<file path="config.mk">
export PLATFORM = sky130hd
export DESIGN_NAME = dec_hl_flat
export DESIGN_NICKNAME = d
export VERILOG_FILES = /design/src/rtl/dec_hl_pkg.sv /design/src/rtl/dec_hl_if.sv /design/src/rtl/hl_xy_route.sv /design/src/rtl/dec_hl.sv /design/src/flat_wrapper.sv
export SDC_FILE = /design/constraint.sdc
export NUM_CORES = 1
export LEC_CHECK = 0
export ABC_AREA = 1
export BUFFER_PORTS_ARGS = -buffer_cell sky130_fd_sc_hd__buf_2
export CORE_UTILIZATION = 45
export DETAILED_ROUTE_END_ITERATION = 10
export PLACE_DENSITY = 0.8
export SETUP_SLACK_MARGIN = 0.4
export SYNTH_ARGS = -nofsm -noshare
export SYNTH_HDL_FRONTEND = slang
export SYNTH_SLANG_ARGS = --single-unit
</file>
<file path="constraint.sdc">
create_clock -name clk -period 8.59 [get_ports clk]
set_clock_uncertainty 0.1 [all_clocks]
set_input_delay 0.4295 -clock clk [delete_from_list [all_inputs] [get_ports clk]]
set_output_delay 0.4295 -clock clk [all_outputs]
set_load 0.005 [all_outputs]
</file>
<file path="src/rtl/dec_hl_pkg.sv">
// Shared encodings, mesh constants and field helpers for the HL route decoder.
package dec_hl_pkg;

  localparam int MESH_DIM = 4;   // nodes per mesh row/column
  localparam int QUAD_NUM = 4;   // quadrants, each a 2x2 block of leaves
  localparam int LEAF_W   = 4;   // leaf mask width per quadrant
  localparam int MASK_LSB = 16;  // quadrant mask position inside mult_dst
  localparam int MDST_W   = 20;  // total multicast destination width

  typedef enum logic [2:0] {
    PORT_LOCAL = 3'd0,
    PORT_NORTH = 3'd1,
    PORT_EAST  = 3'd2,
    PORT_SOUTH = 3'd3,
    PORT_WEST  = 3'd4
  } port_e;

  typedef enum logic [1:0] {
    UM_IDLE   = 2'd0,
    UM_GLOBAL = 2'd1,
    UM_LOCAL  = 2'd2,
    UM_EJECT  = 2'd3
  } umesh_e;

  // Everything the decoder registers, kept together so reset and capture
  // happen in one assignment.
  typedef struct packed {
    port_e             port;
    logic [MDST_W-1:0] doc_send;
    logic [MDST_W-1:0] doc_remain;
    umesh_e            umesh_state;
    logic [1:0]        multab_en;
  } dec_out_t;

  // Leaf nibble of quadrant q inside a multicast destination set.
  function automatic logic [LEAF_W-1:0] leaf_nib(input logic [MDST_W-1:0] md,
                                                 input logic [1:0]        q);
    return md[q*LEAF_W +: LEAF_W];
  endfunction

endpackage

</file>
<file path="src/rtl/dec_hl_if.sv">
// Head-flit decode bus: destination fields in, route decision out.
interface dec_hl_if;
  import dec_hl_pkg::*;

  logic              um_type;
  logic [4:0]        uni_dst;
  logic [MDST_W-1:0] mult_dst;
  logic [1:0]        src_pos;
  logic [2:0]        port;
  logic [MDST_W-1:0] doc_send;
  logic [MDST_W-1:0] doc_remain;
  logic [1:0]        umesh_state;
  logic [1:0]        multab_en;

  // Input buffer side: presents the head flit, consumes the decision.
  modport master (
    output um_type, uni_dst, mult_dst, src_pos,
    input  port, doc_send, doc_remain, umesh_state, multab_en
  );

  // Decoder side.
  modport slave (
    input  um_type, uni_dst, mult_dst, src_pos,
    output port, doc_send, doc_remain, umesh_state, multab_en
  );
endinterface

</file>
<file path="src/rtl/hl_xy_route.sv">
// Combinational XY (x first) output port from this router to a target node.
module hl_xy_route
  import dec_hl_pkg::*;
#(
  parameter int MY_XPOS = 0,
  parameter int MY_YPOS = 0
) (
  input  logic [1:0] tgt_x_i,
  input  logic [1:0] tgt_y_i,
  output port_e      port_o
);

  localparam logic [1:0] MY_X = 2'(MY_XPOS % MESH_DIM);
  localparam logic [1:0] MY_Y = 2'(MY_YPOS % MESH_DIM);

  // Resolve the row first, then the column, else the packet has arrived.
  always_comb begin
    if (tgt_x_i > MY_X)      port_o = PORT_SOUTH;
    else if (tgt_x_i < MY_X) port_o = PORT_NORTH;
    else if (tgt_y_i > MY_Y) port_o = PORT_EAST;
    else if (tgt_y_i < MY_Y) port_o = PORT_WEST;
    else                     port_o = PORT_LOCAL;
  end

endmodule

</file>
<file path="src/rtl/dec_hl.sv">
// Registered unicast / two-level multicast route decoder for one HL router.
module dec_hl
  import dec_hl_pkg::*;
#(
  parameter int MY_XPOS = 0,
  parameter int MY_YPOS = 0
) (
  input  logic     clk,
  input  logic     rst,
  dec_hl_if.slave  bus
);

  localparam logic [1:0] MY_X     = 2'(MY_XPOS);
  localparam logic [1:0] MY_Y     = 2'(MY_YPOS);
  localparam logic [1:0] MY_Q     = {MY_X[1], MY_Y[1]};
  localparam logic [1:0] OWN_LEAF = {MY_X[0], MY_Y[0]};

  logic [QUAD_NUM-1:0] eff;       // quadrants with a set mask bit and live leaves
  logic [QUAD_NUM-1:0] foreign;   // effective quadrants other than ours
  logic [MDST_W-1:0]   eff_set;   // input set with dead quadrants stripped
  logic [LEAF_W-1:0]   leaves;    // live leaves of our own quadrant
  logic [1:0]          qt;        // global target quadrant
  logic [1:0]          sel;       // chosen leaf in our quadrant
  logic [1:0]          cand;
  logic                found;
  logic                is_global;
  logic [1:0]          mc_x, mc_y;
  port_e               uni_port, mc_port;
  dec_out_t            out_d, out_q;

  // Bit 4 of the unicast destination is reserved.
  logic unused_uni_msb;
  assign unused_uni_msb = bus.uni_dst[4];

  hl_xy_route #(.MY_XPOS(MY_XPOS), .MY_YPOS(MY_YPOS)) u_uni_route (
    .tgt_x_i (bus.uni_dst[3:2]),
    .tgt_y_i (bus.uni_dst[1:0]),
    .port_o  (uni_port)
  );

  hl_xy_route #(.MY_XPOS(MY_XPOS), .MY_YPOS(MY_YPOS)) u_mc_route (
    .tgt_x_i (mc_x),
    .tgt_y_i (mc_y),
    .port_o  (mc_port)
  );

  // Pick the multicast target: next foreign quadrant after the source, else a leaf of ours.
  always_comb begin
    // NOTE: every variable gets a default before any branch so no latch is inferred.
    eff_set = '0;
    eff     = '0;
    for (int q = 0; q < QUAD_NUM; q++) begin
      eff[q] = bus.mult_dst[MASK_LSB+q] & (|leaf_nib(bus.mult_dst, 2'(q)));
      eff_set[MASK_LSB+q] = eff[q];
      if (eff[q]) eff_set[q*LEAF_W +: LEAF_W] = leaf_nib(bus.mult_dst, 2'(q));
    end
    foreign       = eff;
    foreign[MY_Q] = 1'b0;
    is_global     = |foreign;

    // Scan src+1, src+2, src+3, src; our quadrant is already masked out.
    qt    = '0;
    found = 1'b0;
    cand  = '0;
    for (int k = 1; k <= QUAD_NUM; k++) begin
      cand = bus.src_pos + 2'(k);
      if (!found && foreign[cand]) begin
        qt    = cand;
        found = 1'b1;
      end
    end

    // Own leaf wins; otherwise the lowest live leaf (descending loop keeps the lowest).
    leaves = eff_set[MY_Q*LEAF_W +: LEAF_W];
    sel    = OWN_LEAF;
    if (!leaves[OWN_LEAF]) begin
      for (int l = LEAF_W - 1; l >= 0; l--) begin
        if (leaves[l]) sel = 2'(l);
      end
    end

    // Global copies go to the quadrant's representative node (even x, even y).
    if (is_global) begin
      mc_x = {qt[1], 1'b0};
      mc_y = {qt[0], 1'b0};
    end else begin
      mc_x = {MY_Q[1], sel[1]};
      mc_y = {MY_Q[0], sel[0]};
    end
  end

  // Split the effective set into the copy sent now and the residue kept here.
  always_comb begin
    logic [MDST_W-1:0] send;
    logic [MDST_W-1:0] remain;
    logic [LEAF_W-1:0] rest_leaves;
    send        = '0;
    remain      = '0;
    rest_leaves = '0;
    out_d       = '0;
    if (!bus.um_type) begin
      out_d.port = uni_port;
    end else if (is_global) begin
      send[MASK_LSB+qt]            = 1'b1;
      send[qt*LEAF_W +: LEAF_W]    = eff_set[qt*LEAF_W +: LEAF_W];
      remain                       = eff_set & ~send;
      out_d.port                   = mc_port;
      out_d.doc_send               = send;
      out_d.doc_remain             = remain;
      out_d.umesh_state            = UM_GLOBAL;
      out_d.multab_en              = {1'b0, |remain};
    end else if (eff[MY_Q]) begin
      rest_leaves                     = leaves & ~(4'b0001 << sel);
      send[MASK_LSB+MY_Q]             = 1'b1;
      send[MY_Q*LEAF_W + sel]         = 1'b1;
      remain[MY_Q*LEAF_W +: LEAF_W]   = rest_leaves;
      remain[MASK_LSB+MY_Q]           = |rest_leaves;
      out_d.port                      = mc_port;
      out_d.doc_send                  = send;
      out_d.doc_remain                = remain;
      out_d.umesh_state               = leaves[OWN_LEAF] ? UM_EJECT : UM_LOCAL;
      out_d.multab_en                 = {|remain, 1'b0};
    end
  end

  // Output register with synchronous reset.
  always_ff @(posedge clk) begin
    // NOTE: non-blocking assignment for all clocked state avoids race-order bugs.
    if (rst) out_q <= '0;
    else     out_q <= out_d;
  end

  assign bus.port        = out_q.port;
  assign bus.doc_send    = out_q.doc_send;
  assign bus.doc_remain  = out_q.doc_remain;
  assign bus.umesh_state = out_q.umesh_state;
  assign bus.multab_en   = out_q.multab_en;

endmodule

</file>
<file path="src/flat_wrapper.sv">
// flat-port wrapper written by rule: the top's interface ports become plain ports
module dec_hl_flat import dec_hl_pkg::*;
#(
  parameter int MY_XPOS = 0,
  parameter int MY_YPOS = 0
)
  (clk, rst, bus_um_type, bus_uni_dst, bus_mult_dst, bus_src_pos, bus_port, bus_doc_send, bus_doc_remain, bus_umesh_state, bus_multab_en);
  dec_hl_if bus_i ();
  input  logic clk;
  input  logic rst;
  input wire logic [$bits(bus_i.um_type)-1:0] bus_um_type;
  input wire logic [$bits(bus_i.uni_dst)-1:0] bus_uni_dst;
  input wire logic [$bits(bus_i.mult_dst)-1:0] bus_mult_dst;
  input wire logic [$bits(bus_i.src_pos)-1:0] bus_src_pos;
  output wire logic [$bits(bus_i.port)-1:0] bus_port;
  output wire logic [$bits(bus_i.doc_send)-1:0] bus_doc_send;
  output wire logic [$bits(bus_i.doc_remain)-1:0] bus_doc_remain;
  output wire logic [$bits(bus_i.umesh_state)-1:0] bus_umesh_state;
  output wire logic [$bits(bus_i.multab_en)-1:0] bus_multab_en;
  assign bus_i.um_type = bus_um_type;
  assign bus_i.uni_dst = bus_uni_dst;
  assign bus_i.mult_dst = bus_mult_dst;
  assign bus_i.src_pos = bus_src_pos;
  assign bus_port = bus_i.port;
  assign bus_doc_send = bus_i.doc_send;
  assign bus_doc_remain = bus_i.doc_remain;
  assign bus_umesh_state = bus_i.umesh_state;
  assign bus_multab_en = bus_i.multab_en;
  dec_hl #(.MY_XPOS(MY_XPOS), .MY_YPOS(MY_YPOS)) u_core (.clk(clk), .rst(rst), .bus(bus_i));
endmodule
</file>
==> results of run 1 <==
[state kept, by name (all words and copies together) (netlist names)]
| register | flops |
|---|---|
| u_core.bus.doc_remain | 20 |
| u_core.bus.doc_send | 20 |
| u_core.bus.multab_en | 2 |
| u_core.bus.port | 2 |
| u_core.bus.umesh_state | 2 |
[cells by family after synthesis]
group | count (synthesis) | synth area share [%]
AND/OR/NAND/NOR | 207 | 41.1
flip-flops | 46 | 39.2
other | 1 | 0.160
XOR/XNOR | 1 | 0.693
buffers and inverters | 56 | 10.3
adder cells (fa/ha/maj) | 5 | 2.66
AO/OA/AOI/OAI | 23 | 5.91
[Yosys cell counts (4+ instances only)]
library cell  count  area [um2]
ha_1              5        62.6
nand4_1          11        68.8
dfxtp_1          46         921
inv_2             4        15.0
inv_1            42         158
nor2_1           49         184
o21ai_0           7        35.0
nand3_1          48         240
a21oi_1           7        35.0
nand2_2           7        43.8
nand3_2           5        50.1
nand2_1          78         293
[power by group through the flow]
stage          sequential (uW)  combinational [uW]  clock [uW]
2_1_floorplan              227                92.9           0
3_3_place_gp               226                 123           0
3_5_place_dp               226                 125           0
4_1_cts                    221                 126         162
5_1_grt                    222                 143         171
6_report                   221                 127         160
[layout make-up]
cell class	instances	area, um2	area share [%]
Multi-Input combinational cell	237	1190	41.6
Sequential cell	46	921	32.3
Timing Repair Buffer	74	370	13.0
Inverter	47	176	6.19
Tap cell	67	83.8	2.94
Clock buffer	5	68.8	2.41
Clock inverter	3	43.8	1.54
[critical path, stage by stage]
cell     delay, ns
buf_2         0.13
nor2_1        0.13
nand2_1       0.08
nand3_1       0.14
nand3_2       0.10
nand2_2       0.10
nand2_1       0.06
nand2_1       0.06
nand3_2       0.19
nand2_2       0.43
inv_1         0.16
ha_1          0.26
inv_1         0.36
nand3_1       0.18
nand3_1       0.14
nand2_1       0.06
nor2_1        0.12
nand2_1       0.06
nor2_1        0.11
nor2_1        0.05
[metal layers]
layer / vias to the layer above / share of wire [%]
met3: 9 / 8.0
met2: 104 / 47
li1: 1235 / -
met1: 1075 / 43
met5: - / 0
met4: 0 / 1.4
[cells in the final DEF, fill, tap and decap left out, types with 2 or more instances in the layout]
cell and instances:
a21oi_1 7, inv_2 4, clkbuf_8 5, nor2_1 49, nor3_1 3, nand3_2 5
nor2_4 2, inv_1 42, dfxtp_1 46, nand2_1 78, nand3_1 48, buf_2 74
ha_1 5, nand2_2 7, nand4_1 11, o21ai_0 7
[worst paths after layout]
check | endpoint
worst max-delay path | u_core.bus.multab_en[0]
worst min-delay path | u_core.bus.port[1]
[through the flow]
step / util (%) / std cells / cell area (um2) / setup WS, ns / hold WS (ns)
after floorplan: - / 339 / 2350 / 5.58 / 0.399
after global placement: 56.1 / 471 / 2740 / 5.10 / 0.522
after detailed placement: 56.1 / 471 / 2740 / 5.03 / 0.532
after CTS: 58.4 / 479 / 2850 / 5.33 / 0.213
after global routing: 58.4 / 479 / 2850 / 4.89 / 0.208
final: 58.4 / 479 / 2850 / 5.29 / 0.215
==> results.toml, run 1 <==
[setup_path]
arrival_ns = 3.36
worstPathMaxFanout = 22
crit_required_ns = 8.64
start_kind = "input port"
path_class = "input port to flip-flop"
end_kind = "flip-flop"
crit_start = "bus_mult_dst[9]"

[timing]
fin_crit_ns = 3.30
setup_viol = 0
setup_tns_ns = 0
drv_slew = 0
max_freq_mhz = 303
period_share_pct = 38.5
hold_viol_final = 0
rsz0062_at_grt = "false"
tightestPinTransition_ns = 0.901
max_slew_margin_pct = 39.8

[pwr]
net-switching-power_uw = 162
combPwrFrac_pct = 25.0
p_sw_share_pct = 32.0
pwr-share-clk_pct = 31.5
power_density_mw_per_mm2 = 178
power.leakage_uw = 0.00157
intPower_uw = 345
power_uw = 508
ir_worst_vdd_v = 0.0000895
power_frac_seq_pct = 43.5

[grt]
grt_antenna_before_repair = 0
top_usage_layer = "met2"
grt-ovfl-total = 0
grtUsageMet1_pct = 30.2
grt_max_degree = 33
grt_pass1_wl_um = 9540
grt_use_met3_pct = 5.83
grt_pass1_vias = 2142
grtUsageTotal_pct = 22.8
grtUsageMet2_pct = 35.8

[synth]
avgSynthCellArea_um2 = 6.93
ys.flop_type = "dfxtp_1"
synth_cell_types = 34
synth_enable_flop_cells = 0
ys_warn_count = 0
syn_inst = 339
ys_seq_area_share_pct = 39.2
async_reset_ff_share_pct = 0
ys_seq_elements = 46
syn-cell-area_mm2 = 0.00235
synth_fp_nets = 374

[min_path]
hold_path_depth = 2
holdCritStartpoint = "rst"
worstHoldPathType = "input port to flip-flop"

[place]
place_congestion = 0.954
hpwl_um = 4680
numPortBuffers = 74

[clocking]
cts_resized = 0
cts_buffers = 5
htreeDepth = 2
cts_hold_buffers = 0
cts-root-buf = "clkbuf_8"
cts_buffer_depth = 2
cts.sinks = 46
cts_tree = "yes"
cts_setup_buffers = 0
clk_pin_slew_worst_paths_ns = 0.08

[route]
viasPerCell = 5.06
totalWireLength_um = 5850
postRouteAntennaNets = 0
drtIter0Drc = 163
num_vias = 2423
drc_errors = 0
first_pass_iters = 5
routedWlPerCell_um = 12.2

[floorplanning]
start_util_pct = 48.1
io_pins = 77
rows = 25
die_h_um = 74.2
die_w_um = 74.2
die-area_mm2 = 0.00551
coreArea_mm2 = 0.00488

[flow_run]
cap_violations = 0

[final_layout]
antennaDiodeCount = 0
syn_to_final_growth_pct = 21.4
fillers = 519
drive_gt1_share_pct = 25.2
nets = 446

[outcome]
outcome = "finished, final reports clean"
(Power assumes the default switching activity.)
==> run 2, diff against run 1 <==
- PLACE_DENSITY: 0.8 -> 0.83
- clock period: 8.59 -> 3 ns (I/O delays scaled with it)
==> run 2 against run 1 <==
  * Sequential share of layout area shrank 2.0 points
  * Total power increased to 2.8 times the previous value
  * Global-route usage shrank 0.22 points
  * Sequential power grew to 2.9 times the previous value
  * First-iteration DRC count decreased by 20%
  * Critical endpoint unchanged
  * Clock power up 140%
  * Non-clock buffer count up 11
  * Worst hold slack got worse by 0.19 ns
  * Final cell count rose by 2.3%
  * Die area unchanged
  * Clock-buffer cell count unchanged
  * Flip-flop and latch count did not move
==> results.toml, run 2 (synthesis results as in run 1) <==
[outcome]
outcome = "finished, final reports clean"

[route]
drtIter0Drc = 131
totalWireLength_um = 6160
routedWlPerCell_um = 12.6
postRouteAntennaNets = 0
num_vias = 2436
first_pass_iters = 4
drc_errors = 0
viasPerCell = 4.97

[floorplanning]
die_h_um = 74.2
io_pins = 77
rows = 25
die_w_um = 74.2
coreArea_mm2 = 0.00488
start_util_pct = 48.1
die-area_mm2 = 0.00551

[final_layout]
syn_to_final_growth_pct = 29.5
fillers = 484
antennaDiodeCount = 0
final_cell_mix = "73 x nand2_1, 73 x buf_2, 46 x nor2_1, 46 x dfxtp_1, 40 x inv_1"
drive_gt1_share_pct = 31.9
nets = 457

[timing]
rsz0062_at_grt = "false"
setup_viol = 0
fin_crit_ns = 2.43
whs_ns = 0.0202
drv_slew = 0
period_share_pct = 81.1
tightestPinTransition_ns = 0.690
max_freq_mhz = 411
fin_ws_ns = 0.568
hold_viol_final = 0
setup_tns_ns = 0
max_slew_margin_pct = 53.9

[clocking]
cts_tree = "yes"
cts-root-buf = "clkbuf_8"
cts_buffers = 5
htreeDepth = 2
cts_buffer_depth = 2
clk_pin_slew_worst_paths_ns = 0.09
cts.sinks = 46

[place]
hpwl_um = 4820
pre_cts_slack_ns = 0.159
place_congestion = 0.965
numPortBuffers = 74

[pwr]
power.leakage_uw = 0.00162
power_uw = 1440
power_density_mw_per_mm2 = 473
ir_worst_vdd_v = 0.000192

[min_path]
hold_path_depth = 3
worstHoldPathType = "input port to flip-flop"

[grt]
grt_pass1_vias = 2107
grt_antenna_before_repair = 0
grt_pass1_wl_um = 9340
grtUsageTotal_pct = 22.5
grt-ovfl-total = 0
grt_max_degree = 31

[setup_path]
start_kind = "input port"
worstPathMaxFanout = 8
crit_required_ns = 3.09
arrival_ns = 2.52
end_kind = "flip-flop"
path_class = "input port to flip-flop"

[flow_run]
cap_violations = 0
[run 2: layer usage]
layer / part of all wire (%) / GRT usage, % / vias to the layer above
li1: - / - / 1254
met1: 46 / 29.3 / 1095
met2: 47 / 36.3 / 74
met3: 4.5 / 4.61 / 13
met4: 2.2 / 9.85 / 0
met5: 0 / 0 / -
[run 2: cell type report]
type	count	area, um2	area share [%]
Clock buffer	5	68.8	2.26
Clock inverter	3	23.8	0.782
Inverter	47	181	5.96
Multi-Input combinational cell	237	1310	42.9
Timing Repair Buffer	85	458	15.1
Tap cell	67	83.8	2.76
Sequential cell	46	921	30.3
[run 2: final timing paths]
kind / to / slack, ns / from
worst max-delay path: u_core.bus.multab_en[0] / 0.57 / bus_mult_dst[6]
worst min-delay path: u_core.bus.port[1] / 0.02 / bus_um_type
[run 2: power breakdown]
group	total (uW)	internal, uW	switching [uW]
clock	381	166	215
combinational	427	147	279
sequential	632	628	3.73
[run 2: metrics by stage]
stage / instance area, um2 / utilization [%] / cells
2_1_floorplan: 2390 / - / 339
3_3_place_gp: 2820 / 57.9 / 478
3_5_place_dp: 2820 / 57.9 / 478
4_1_cts: 2930 / 60.0 / 487
5_1_grt: 3040 / 62.3 / 490
6_report: 3040 / 62.3 / 490
[run 2: worst max-delay path: stages]
cell     delay, ns
buf_2         0.11
nor2_1        0.12
nand3_2       0.13
nand3_1       0.12
nand2_1       0.08
nand2_2       0.11
nand2_2       0.07
nor2_4        0.12
nand3_2       0.11
nand2_4       0.15
ha_4          0.23
inv_2         0.08
nand3_2       0.08
nor2_4        0.21
nand3_2       0.09
nand2_1       0.05
nand2_1       0.05
inv_1         0.05
nand2_1       0.08
nor2_2        0.11
nand2_1       0.06
nor2_1        0.11
nor2_1        0.05
[run 2: what timing repair did]
item	CTS	global route
hold endpoints to repair	1	0
setup buffers	0	3
setup endpoints to repair	0	1
gates resized for setup	0	23
hold buffers	1	0
==> run 3, diff against run 2 <==
- clock period: 3 -> 2.05 ns (I/O delays scaled with it)
==> run 3 against run 2 <==
  * Total power is 88% higher
  * Clock-buffer cell count unchanged
  * Global-route usage rose by 10 points
  * Via count rose by 39%
  * Critical path depth is 4 lower
  * Final area rose by 41%
  * Critical path type unchanged
  * Setup slack worse by 1.1 ns
  * Critical endpoint unchanged
  * Sequential share of layout area shrank 8.9 points
  * Non-clock buffer count increased by 91
  * The run now ends with setup timing left
==> results.toml, run 3 (synthesis results as in run 1) <==
[clocking]
htreeDepth = 2
cts_buffers = 5
cts-root-buf = "clkbuf_8"
cts.sinks = 46
clk_pin_slew_worst_paths_ns = 0.10
cts_tree = "yes"
cts_buffer_depth = 2

[min_path]
worstHoldPathType = "input port to flip-flop"
holdCritStartpoint = "bus_mult_dst[0]"
hold_path_depth = 3
whs_endpoint = "u_core.bus.umesh_state[0]"

[final_layout]
final_cell_mix = "87 x buf_4, 63 x buf_2, 50 x nand2_1"
syn_to_final_growth_pct = 83.2
antennaDiodeCount = 0
final_cells = 581
utilization_pct = 88.2
multiInputGateArea_mm2 = 0.00173
nets = 548
final_common_cell = "buf_4"
seqCellArea_um2 = 921
fillers = 201
drive_gt1_share_pct = 56.2

[grt]
grt_max_degree = 31
grt-ovfl-total = 0
grtUsageTotal_pct = 32.9
grt_pass1_vias = 2882
grt_antenna_before_repair = 0
grt_pass1_wl_um = 13600

[setup_path]
worstPathMaxFanout = 5
max_stage_delay_ns = 0.25
cp_top_family = "simple AND/OR/NAND/NOR gates"
path_class = "input port to flip-flop"
end_kind = "flip-flop"
cp_num_cells = 19
start_kind = "input port"
cp_slowest_cell = "nor2_1"
crit_required_ns = 2.16
path_buf_inv = 1
crit_path_cell_trace = "buf_6 -> nor2_4 -> nand2_4 -> nand3_4 -> nand3_4 -> nand2_8 -> nand2_4 -> nor2_4 -> nand3_2 -> nand2_4 -> ha_4 -> nor2_2 -> nand4_1 -> nand2_1 -> nand2_1 -> nor2_1 -> nand2_1 -> nor2_1 -> nor2_1"
arrival_ns = 2.68

[pwr]
power.leakage_uw = 0.00216
ir_worst_vdd_v = 0.000333
power_uw = 2700
power_density_mw_per_mm2 = 628

[floorplanning]
coreArea_mm2 = 0.00488
start_util_pct = 48.1
die_h_um = 74.2
die_w_um = 74.2
die-area_mm2 = 0.00551
rows = 25
io_pins = 77

[timing]
hold_viol_final = 0
drv_slew = 0
max_freq_mhz = 388
rsz0062_at_grt = "true"
setup_viol = 25
setup_tns_ns = -3.45
max_slew_margin_pct = 62.4
fin_crit_ns = 2.58
tightestPinTransition_ns = 0.563
fin_ws_ns = -0.527
period_share_pct = 126

[route]
dr_wl_met2_um = 5620
drtIter0Drc = 480
viasPerCell = 5.85
num_vias = 3397
wl_met3_um = 1040
wl_met1_um = 3960
postRouteAntennaNets = 0
first_pass_iters = 6
drc_errors = 0
routed.top_layer = "met4"
totalWireLength_um = 11500
routedWlPerCell_um = 19.9

[place]
place_congestion = 1.02
pre_cts_slack_ns = -0.617
hpwl_um = 5860
numPortBuffers = 74
dp_cells = 543

[outcome]
outcome = "finished, violations left"
violations = "setup timing"

[flow_run]
cap_violations = 0
[run 3: layer usage]
metal  GRT usage, %  vias up
li1               -     1433
met1           38.4     1530
met2           57.1      310
met3           5.15      124
met4           19.5        0
met5              0        -
[run 3: cell type report]
cell class | count | area share (%)
timing repair buffer | 176 | 29.5
tap | 67 | 1.95
multi-input combinational | 237 | 40.3
inverter | 47 | 4.74
sequential | 46 | 21.4
clock buffer | 5 | 1.60
clock inverter | 3 | 0.553
[run 3: worst max-delay path by stage]
stage / from / endpoint / slack, ns
after detailed placement: bus_mult_dst[8] / u_core.bus.multab_en[0] / -0.62
after global routing: bus_mult_dst[4] / u_core.bus.multab_en[0] / -0.53
final: bus_mult_dst[10] / u_core.bus.multab_en[0] / -0.53
after floorplan: bus_src_pos[1] / u_core.bus.multab_en[0] / -0.44
after global placement: bus_mult_dst[8] / u_core.bus.multab_en[0] / -0.56
after CTS: bus_mult_dst[10] / u_core.bus.multab_en[0] / -0.09
[run 3: stage by stage]
step | hold slack (ns) | area, um2
final | 0.117 | 4300
after global routing | 0.139 | 4300
after CTS | 0.0809 | 3880
after detailed placement | 0.192 | 3370
after global placement | 0.189 | 3370
after floorplan | 0.0716 | 2450
[run 3: repair_timing]
item                                    CTS  global route
hold buffers                              4             0
buffers inserted                          9            17
resized for setup                        76            69
hold endpoints to repair                  2             0
pin swaps                                39            51
endpoints found under the setup margin   40            43
[run 3: where the power goes]
group / switching [uW] / internal [uW]
clock network: 341 / 244
logic: 699 / 490
registers: 7.83 / 919
total: 1050 / 1650
